$ cat src/rtl/seq_arithmetic_if.sv
// Operand/result bundle between the capture logic (master) and the arithmetic unit (slave).
interface seq_arithmetic_if #(
    parameter int WIDTH = 4
) ();
    logic                 start;
    logic [WIDTH-1:0]     x;
    logic [WIDTH-1:0]     y;
    logic [1:0]           operation;
    logic                 busy;
    logic                 done;
    logic [2*WIDTH-1:0]   result;
    logic [WIDTH-1:0]     remainder;
    logic                 overflow;
    logic                 div_by_zero;

    modport master (
        output start, x, y, operation,
        input  busy, done, result, remainder, overflow, div_by_zero
    );

    modport slave (
        input  start, x, y, operation,
        output busy, done, result, remainder, overflow, div_by_zero
    );
endinterface

$ cat src/rtl/seq_arithmetic.sv
// Multi-cycle add/sub/shift-add multiply/restoring divide; add/sub/div-by-zero finish in 1 cycle, mul/div in WIDTH+1.
// Starts are ignored while busy (CALC and DONE); results hold until the next done.
module seq_arithmetic #(
    parameter int WIDTH = 4
) (
    input  logic              clk,
    input  logic              reset,
    seq_arithmetic_if.slave   bus
);
    localparam int CW = $clog2(WIDTH + 1);
    localparam logic [CW-1:0] LAST = CW'(WIDTH - 1);

    typedef enum logic [1:0] {IDLE, CALC, DONE} state_t;

    state_t                 state_q;
    logic [1:0]             op_q;
    logic [WIDTH-1:0]       b_q;
    logic [CW-1:0]          cnt_q;
    logic [2*WIDTH-1:0]     acc_q;
    logic                   busy_q;
    logic                   done_q;
    logic [2*WIDTH-1:0]     result_q;
    logic [WIDTH-1:0]       rem_q;
    logic                   ovf_q;
    logic                   dbz_q;

    logic [WIDTH:0]         add_sum;
    logic [WIDTH-1:0]       sub_diff;
    logic [WIDTH:0]         mul_sum;
    logic [2*WIDTH-1:0]     mul_next;
    logic [WIDTH:0]         div_shift;
    logic [WIDTH-1:0]       div_diff;
    logic                   div_ge;
    logic [2*WIDTH-1:0]     div_next;

    // acc_q holds {partial product high, multiplier} or {partial remainder, dividend/quotient}
    always_comb begin
        add_sum   = {1'b0, bus.x} + {1'b0, bus.y};
        sub_diff  = bus.x - bus.y;
        mul_sum   = {1'b0, acc_q[2*WIDTH-1:WIDTH]} + (acc_q[0] ? {1'b0, b_q} : '0);
        mul_next  = {mul_sum, acc_q[WIDTH-1:1]};
        div_shift = acc_q[2*WIDTH-1:WIDTH-1];
        div_ge    = (div_shift >= {1'b0, b_q});
        div_diff  = div_shift[WIDTH-1:0] - b_q;
        div_next  = {(div_ge ? div_diff : div_shift[WIDTH-1:0]), acc_q[WIDTH-2:0], div_ge};
    end

    always_ff @(posedge clk or posedge reset) begin
        if (reset) begin
            state_q  <= IDLE;
            op_q     <= '0;
            b_q      <= '0;
            cnt_q    <= '0;
            acc_q    <= '0;
            busy_q   <= 1'b0;
            done_q   <= 1'b0;
            result_q <= '0;
            rem_q    <= '0;
            ovf_q    <= 1'b0;
            dbz_q    <= 1'b0;
        end else begin
            done_q <= 1'b0;
            case (state_q)
                IDLE: begin
                    if (bus.start) begin
                        op_q   <= bus.operation;
                        b_q    <= bus.y;
                        acc_q  <= {{WIDTH{1'b0}}, bus.x};
                        cnt_q  <= '0;
                        busy_q <= 1'b1;
                        case (bus.operation)
                            2'b00: begin
                                result_q <= {{(WIDTH-1){1'b0}}, add_sum};
                                rem_q    <= '0;
                                ovf_q    <= add_sum[WIDTH];
                                dbz_q    <= 1'b0;
                                done_q   <= 1'b1;
                                state_q  <= DONE;
                            end
                            2'b01: begin
                                result_q <= {{WIDTH{1'b0}}, sub_diff};
                                rem_q    <= '0;
                                ovf_q    <= (bus.x < bus.y);
                                dbz_q    <= 1'b0;
                                done_q   <= 1'b1;
                                state_q  <= DONE;
                            end
                            2'b11: begin
                                if (bus.y == '0) begin
                                    result_q <= {{WIDTH{1'b0}}, {WIDTH{1'b1}}};
                                    rem_q    <= bus.x;
                                    ovf_q    <= 1'b0;
                                    dbz_q    <= 1'b1;
                                    done_q   <= 1'b1;
                                    state_q  <= DONE;
                                end else begin
                                    state_q  <= CALC;
                                end
                            end
                            default: state_q <= CALC;
                        endcase
                    end
                end
                CALC: begin
                    acc_q <= op_q[0] ? div_next : mul_next;
                    cnt_q <= cnt_q + 1'b1;
                    if (cnt_q == LAST) begin
                        if (op_q[0]) begin
                            result_q <= {{WIDTH{1'b0}}, div_next[WIDTH-1:0]};
                            rem_q    <= div_next[2*WIDTH-1:WIDTH];
                        end else begin
                            result_q <= mul_next;
                            rem_q    <= '0;
                        end
                        ovf_q   <= 1'b0;
                        dbz_q   <= 1'b0;
                        done_q  <= 1'b1;
                        state_q <= DONE;
                    end
                end
                DONE: begin
                    busy_q  <= 1'b0;
                    state_q <= IDLE;
                end
                default: begin
                    busy_q  <= 1'b0;
                    state_q <= IDLE;
                end
            endcase
        end
    end

    assign bus.busy        = busy_q;
    assign bus.done        = done_q;
    assign bus.result      = result_q;
    assign bus.remainder   = rem_q;
    assign bus.overflow    = ovf_q;
    assign bus.div_by_zero = dbz_q;
endmodule

$ cat src/flat_wrapper.sv
// flat-port wrapper written by rule: the top's interface ports become plain ports
module seq_arithmetic_flat 
#(
    parameter int WIDTH = 4
)
  (clk, reset, bus_start, bus_x, bus_y, bus_operation, bus_busy, bus_done, bus_result, bus_remainder, bus_overflow, bus_div_by_zero);
  seq_arithmetic_if #(.WIDTH(WIDTH)) bus_i ();
  input  logic clk;
  input  logic reset;
  input wire logic [$bits(bus_i.start)-1:0] bus_start;
  input wire logic [$bits(bus_i.x)-1:0] bus_x;
  input wire logic [$bits(bus_i.y)-1:0] bus_y;
  input wire logic [$bits(bus_i.operation)-1:0] bus_operation;
  output wire logic [$bits(bus_i.busy)-1:0] bus_busy;
  output wire logic [$bits(bus_i.done)-1:0] bus_done;
  output wire logic [$bits(bus_i.result)-1:0] bus_result;
  output wire logic [$bits(bus_i.remainder)-1:0] bus_remainder;
  output wire logic [$bits(bus_i.overflow)-1:0] bus_overflow;
  output wire logic [$bits(bus_i.div_by_zero)-1:0] bus_div_by_zero;
  assign bus_i.start = bus_start;
  assign bus_i.x = bus_x;
  assign bus_i.y = bus_y;
  assign bus_i.operation = bus_operation;
  assign bus_busy = bus_i.busy;
  assign bus_done = bus_i.done;
  assign bus_result = bus_i.result;
  assign bus_remainder = bus_i.remainder;
  assign bus_overflow = bus_i.overflow;
  assign bus_div_by_zero = bus_i.div_by_zero;
  seq_arithmetic #(.WIDTH(WIDTH)) u_core (.clk(clk), .reset(reset), .bus(bus_i));
endmodule
$ cat config.mk
export PLATFORM = sky130hd
export DESIGN_NAME = seq_arithmetic_flat
export DESIGN_NICKNAME = d
export VERILOG_FILES = /design/src/rtl/seq_arithmetic_if.sv /design/src/rtl/seq_arithmetic.sv /design/src/flat_wrapper.sv
export SDC_FILE = /design/constraint.sdc
export NUM_CORES = 1
export LEC_CHECK = 0
export CAP_MARGIN = 30
export CORE_ASPECT_RATIO = 1.1
export CORE_UTILIZATION = 30
export CTS_CLUSTER_SIZE = 14
export DETAILED_ROUTE_END_ITERATION = 12
export GPL_TIMING_DRIVEN = 0
export PLACE_DENSITY = 0.53
export SYNTH_ARGS = -nofsm -noshare
export SYNTH_HDL_FRONTEND = slang
export SYNTH_SLANG_ARGS = --single-unit
$ cat constraint.sdc
create_clock -name clk -period 5.3 [get_ports clk]
set_input_delay 0.795 -clock clk [delete_from_list [all_inputs] [get_ports clk]]
set_output_delay 0.795 -clock clk [all_outputs]
set_load 0.03 [all_outputs]
# Yosys cells after proc, flatten, opt, wreduce, memory -nomap -nowiden

Cells that the tools add are included.

Add/sub/neg operators: 5
$lt $le $gt $ge: 2
Equal/unequal tests: 9
Mux-type cells: 40
Bitwise logic cells: 1
Reductions and logical operators: 11

Operator list:

| kind                | number |
|---|---|
| $mux 8              | 6 |
| $pmux 8 s2          | 2 |
| $mux 4              | 6 |
| $pmux 8 s3          | 1 |
| $pmux 4 s2          | 2 |
| $pmux 1 s2          | 6 |
| $reduce_and 5->1    | 2 |
| $mux 1              | 9 |
| $pmux 2 s2          | 2 |
| $reduce_and 2->1    | 4 |
| $sub 4x4->4         | 2 |
| $mux 2              | 3 |
| $pmux 3 s2          | 1 |
| $add 4x4->5         | 1 |
| $add 4x5->5         | 1 |
| $ge 5x4->1          | 1 |
| $eq 2x1->1 const B  | 2 |
| $logic_not 2->1     | 2 |
| $logic_not 4->1     | 1 |
| $lt 4x4->1          | 1 |
| $ne 4x4->1 const B  | 1 |
| $add 3x1->3 const B | 1 |
| $eq 3x2->1 const B  | 1 |
| $mux 3              | 1 |
| 9 further kinds     | 9 |

Flip-flop bits (word level): 34
Output and inout bits: 16
Logic and storage cells: 79

# Depth between registers and ports, before layout

Depth in word-level cells: 5
Mapped depth: 8
Depth with buffers taken out: 8

# Least setup slack after synthesis

OpenSTA, ideal clock, no wires.

Path kind: input to register
From: in bus_y[0]
To: reg u_core.result_q[1], in the netlist u_core.bus.result[1]
Arrival time: 1,946 ps
Data required time: 5,219 ps
Setup slack: 3,273 ps
Stages: 5
Path buffers: 0
Cells stage by stage: ha_1 -> inv_1 -> fa_1 -> a221o_1 -> a31oi_2

Cells in the longest elaborated chain, start to end: 4

Ends and longest elaborated chain:

| item                                              | line                                       | text |
|---|---|---|
| start: declaration                                | flat_wrapper.sv:12                         | `input wire logic [$bits(bus_i.y)-1:0] bus_y;` |
| $sub 4x4->4 / $add 4x4->5 (equally long branches) | seq_arithmetic.sv:39, seq_arithmetic.sv:38 |  |
| $pmux 8 s3                                        | seq_arithmetic.sv:71                       | `case (bus.operation)` |
| $mux 8                                            | seq_arithmetic.sv:65                       | `if (bus.start) begin` |
| $pmux 8 s2                                        | seq_arithmetic.sv:63                       | `case (state_q)` |
| end signal: assignment                            | seq_arithmetic.sv:73                       | `result_q <= {{(WIDTH-1){1'b0}}, add_sum};` |
| end signal: assignment                            | seq_arithmetic.sv:81                       | `result_q <= {{WIDTH{1'b0}}, sub_diff};` |
| end signal: assignment                            | seq_arithmetic.sv:90                       | `result_q <= {{WIDTH{1'b0}}, {WIDTH{1'b1}}};` |
| end: declaration                                  | seq_arithmetic.sv:22                       | `logic [2*WIDTH-1:0] result_q;` |

Parallel ways exist; a longest one is shown, timed or not. The select of a mux whose other input is x is not followed.
A chain may end at the register's enable or synchronous reset.

# Worst setup path after layout

From: in bus_y[2]
To: reg u_core.result_q[3], in the netlist u_core.bus.result[3]

Same word-level chain as after synthesis.

==> results.json <==
{
  "holdPathStages": 2,
  "yosys_warnings": 0,
  "regArea_um2": 851,
  "synth_edf_count": 0,
  "critPathRequiredTime_ns": 5.51,
  "cp_slowest_stage_delay_ns": 0.58,
  "ctsHoldBuffers": 0,
  "use_met3": 0.0303,
  "clk_pin_slew_worst_paths_ns": 0.07,
  "avgViaCountPerCell": 5.01,
  "final_core_util": 0.392,
  "hp-class": "reg2reg",
  "dp_hpwl_um": 4110,
  "drc_errors": 0,
  "min_to": "u_core.bus.div_by_zero",
  "busiest_layer": "met2",
  "yosysUniqueCellTypes": 47,
  "end_kind": "flop",
  "timing.rr.start": "u_core.acc_q[0]",
  "vias": 1770,
  "overflow": 0,
  "hp-start": "u_core.bus.div_by_zero",
  "finalInstanceArea_mm2": 0.00265,
  "ys_top_cells_by_area": "dfrtp_1, ha_1, nand2_1, o21ai_0, fa_1",
  "place_congestion": 0.811,
  "finalSetupViolCount": 0,
  "critPathMaxFanout": 8,
  "rr_worst_depth": 7,
  "grt_max_degree": 23,
  "arrival_ns": 2.72,
  "die-area_mm2": 0.00749,
  "gr-usage-met1": 0.223,
  "drive_gt1_frac": 0.0738,
  "synthArstFlopShare": 1.00,
  "cts_buffers": 5,
  "synth_ff_type": "dfrtp_1",
  "total_power_uw": 1570,
  "antenna_found_initial": 0,
  "max-vdd-ir-drop_mv": 0.286,
  "cts_htree_levels": 2,
  "syn_area_per_cell_um2": 9.16,
  "clk_root_buffer_cell": "clkbuf_8",
  "fin_setup_tns_ns": 0,
  "cts_tree": "built",
  "detail_route.first_pass.iterations": 4,
  "syn_inst": 234,
  "route.antenna.remaining_nets": 0,
  "grt_pass1_wl_um": 8970,
  "critPathKind": "in2reg",
  "grt_use_total": 0.159,
  "layout_setup_ws_ns": 2.79,
  "clockBufferDepth": 2,
  "drtIter0Drc": 104,
  "worstMarginPinSlew_ns": 0.562,
  "crit_chain": "clkdlybuf4s50_1 > inv_1 > ha_1 > nor3b_1 > nor3_1 > xnor2_1 > o221ai_1 > a31oi_1",
  "p_per_area_mw_per_mm2": 593,
  "fillCellCount": 720,
  "period_share": 0.473,
  "grt_pass1_vias": 1819,
  "yosysTopAreaCell": "dfrtp_1",
  "synthesis.nets": 269,
  "synthesis.area_mm2": 0.00214,
  "fp.dieW_um": 82.6,
  "dp_slack_ns": 2.51,
  "fmax_mhz": 399,
  "placed_cell_area_mm2": 0.00255,
  "cts.sinks": 34,
  "start_util": 0.318,
  "leakage_uw": 0.00120,
  "rsz0062_at_grt": "no",
  "rr_endpoint": "u_core.acc_q[7]",
  "die_height_um": 90.7,
  "startpoint_type": "input pin",
  "clock_latency_ns": 0.28,
  "synth_seq_area_share": 0.397,
  "wl_um": 5250,
  "r2r_slack_ns": 3.23,
  "avgRoutedWirePerCell_um": 14.9,
  "maxCapViolations": 0,
  "postCtsSetupRepairBufs": 0,
  "use_met2": 0.249,
  "multiInputGateArea_mm2": 0.00117,
  "n_antenna_cell": 0,
  "nets": 305,
  "final.min_clock_period_ns": 2.51,
  "area_delta_synth_final_pct": 23.4,
  "core_mm2": 0.00675,
  "slew_violations": 0,
  "num_rows": 31,
  "port_buffers": 28,
  "ios": 29,
  "synth_top_area_share": 0.397,
  "ys_seq_elements": 34,
  "skew_ns": 0.00481,
  "relSlewSlack": 0.625,
  "status": "finished, final reports clean",
  "cts_resized": 0,
  "finalHoldViolations": 0,
  "slowest_stage": "clkdlybuf4s50_1"
}
power breakdown:
part           leakage (uW)  total [uW]  internal (uW)  switching, uW
Sequential         0.000418         474            381           93.4
Combinational      0.000729         895            370            525
Clock             0.0000482         199            105           94.5
cell families (layout without fill, tap and decap cells):
| group | count (synthesis) | after routing | share of synthesized area |
|---|---|---|---|
| simple gates | 84 | 84 | 0.183 |
| compound gates | 63 | 63 | 0.195 |
| fa+ha+maj | 22 | 22 | 0.142 |
| mux | 1 | 1 | 0.00467 |
| xor+xnor | 5 | 5 | 0.0204 |
| buf+inv | 25 | 62 | 0.0578 |
| flops | 34 | 34 | 0.397 |
registers in the layout (all words and copies together) (netlist names), 2 cells and up:
signal / count
u_core.acc_q: 8
u_core.b_q: 4
u_core.bus.result: 8
u_core.state_q: 2
u_core.bus.remainder: 4
u_core.cnt_q: 3
worst max-delay path: cells and delay by family:
kind | cells | cell delay, ns
xor gates and xnor gates | 1 | 0.15
and+or+nand+nor | 2 | 0.31
buffers and inverters | 2 | 0.65
adders and majority gates | 1 | 0.42
AOI/OAI and AO/OA | 2 | 0.38
routing by layer:
layer | part of all wire | vias up
met3 | 0.038 | 5
met1 | 0.50 | 846
met2 | 0.46 | 37
met4 | 0.0072 | 0
met5 | 0 | -
li1 | - | 882
cell usage in the layout (no fill, tap or decap), types with 2 or more instances in the layout:
| cell type | synthesis | final |
|---|---|---|
| a21o_1 | 2 | 2 |
| ha_1 | 18 | 18 |
| inv_1 | 19 | 19 |
| dfrtp_1 | 34 | 34 |
| nor2_1 | 21 | 21 |
| a221o_1 | 2 | 2 |
| a21oi_1 | 11 | 11 |
| and2_1 | 5 | 5 |
| clkdlybuf4s50_1 | 0 | 28 |
| xnor2_1 | 3 | 3 |
| a21oi_2 | 2 | 2 |
| nand2_1 | 36 | 36 |
| o21ai_0 | 19 | 19 |
| o221ai_1 | 2 | 2 |
| clkbuf_8 | 0 | 6 |
| fa_1 | 4 | 4 |
| or3_1 | 2 | 2 |
| nor3_1 | 3 | 3 |
| o22a_1 | 2 | 2 |
| xor2_1 | 2 | 2 |
| a31oi_1 | 8 | 8 |
| o21a_1 | 2 | 2 |
| a22oi_1 | 4 | 4 |
| clkbuf_1 | 2 | 3 |
| nor2b_1 | 4 | 4 |
| nand3_1 | 4 | 4 |
worst max-delay path by stage:
stage / start / end / slack (ns)
floorplan: bus_y[0] / u_core.bus.result[1] / 3.27
global placement: bus_y[2] / u_core.bus.result[3] / 2.52
detailed placement: bus_y[2] / u_core.bus.result[3] / 2.51
CTS: bus_y[1] / u_core.bus.result[4] / 2.82
global route: bus_y[2] / u_core.bus.result[3] / 2.67
finish: bus_y[2] / u_core.bus.result[3] / 2.79
cells in the mapped netlist (2+ instances only):
library cell,number
nand2_1,36
and2_1,5
a21oi_2,2
o221ai_1,2
a31oi_1,8
inv_1,19
ha_1,18
fa_1,4
a221o_1,2
nor2_1,21
clkbuf_1,2
a22oi_1,4
nor3_1,3
or3_1,2
o21ai_0,19
dfrtp_1,34
xor2_1,2
nor2b_1,4
nand3_1,4
a21oi_1,11
xnor2_1,3
a21o_1,2
o21a_1,2
o22a_1,2
stage by stage:
| step | instances | hold slack [ns] |
|---|---|---|
| CTS | 353 | 0.480 |
| floorplan | 234 | 0.457 |
| detailed placement | 345 | 0.463 |
| global route | 353 | 0.515 |
| global placement | 344 | 0.456 |
| finish | 353 | 0.475 |
final cells by class:
cell class / count / area share
multi-input cells: 175 / 0.442
flip-flops and latches: 34 / 0.322
repair buffers: 29 / 0.116
well taps: 82 / 0.0388
clock buffers: 7 / 0.0326
inverters: 20 / 0.0303
plain buffers: 5 / 0.0165
clock inverters: 1 / 0.00189
Power figures use the tool's default switching activity.
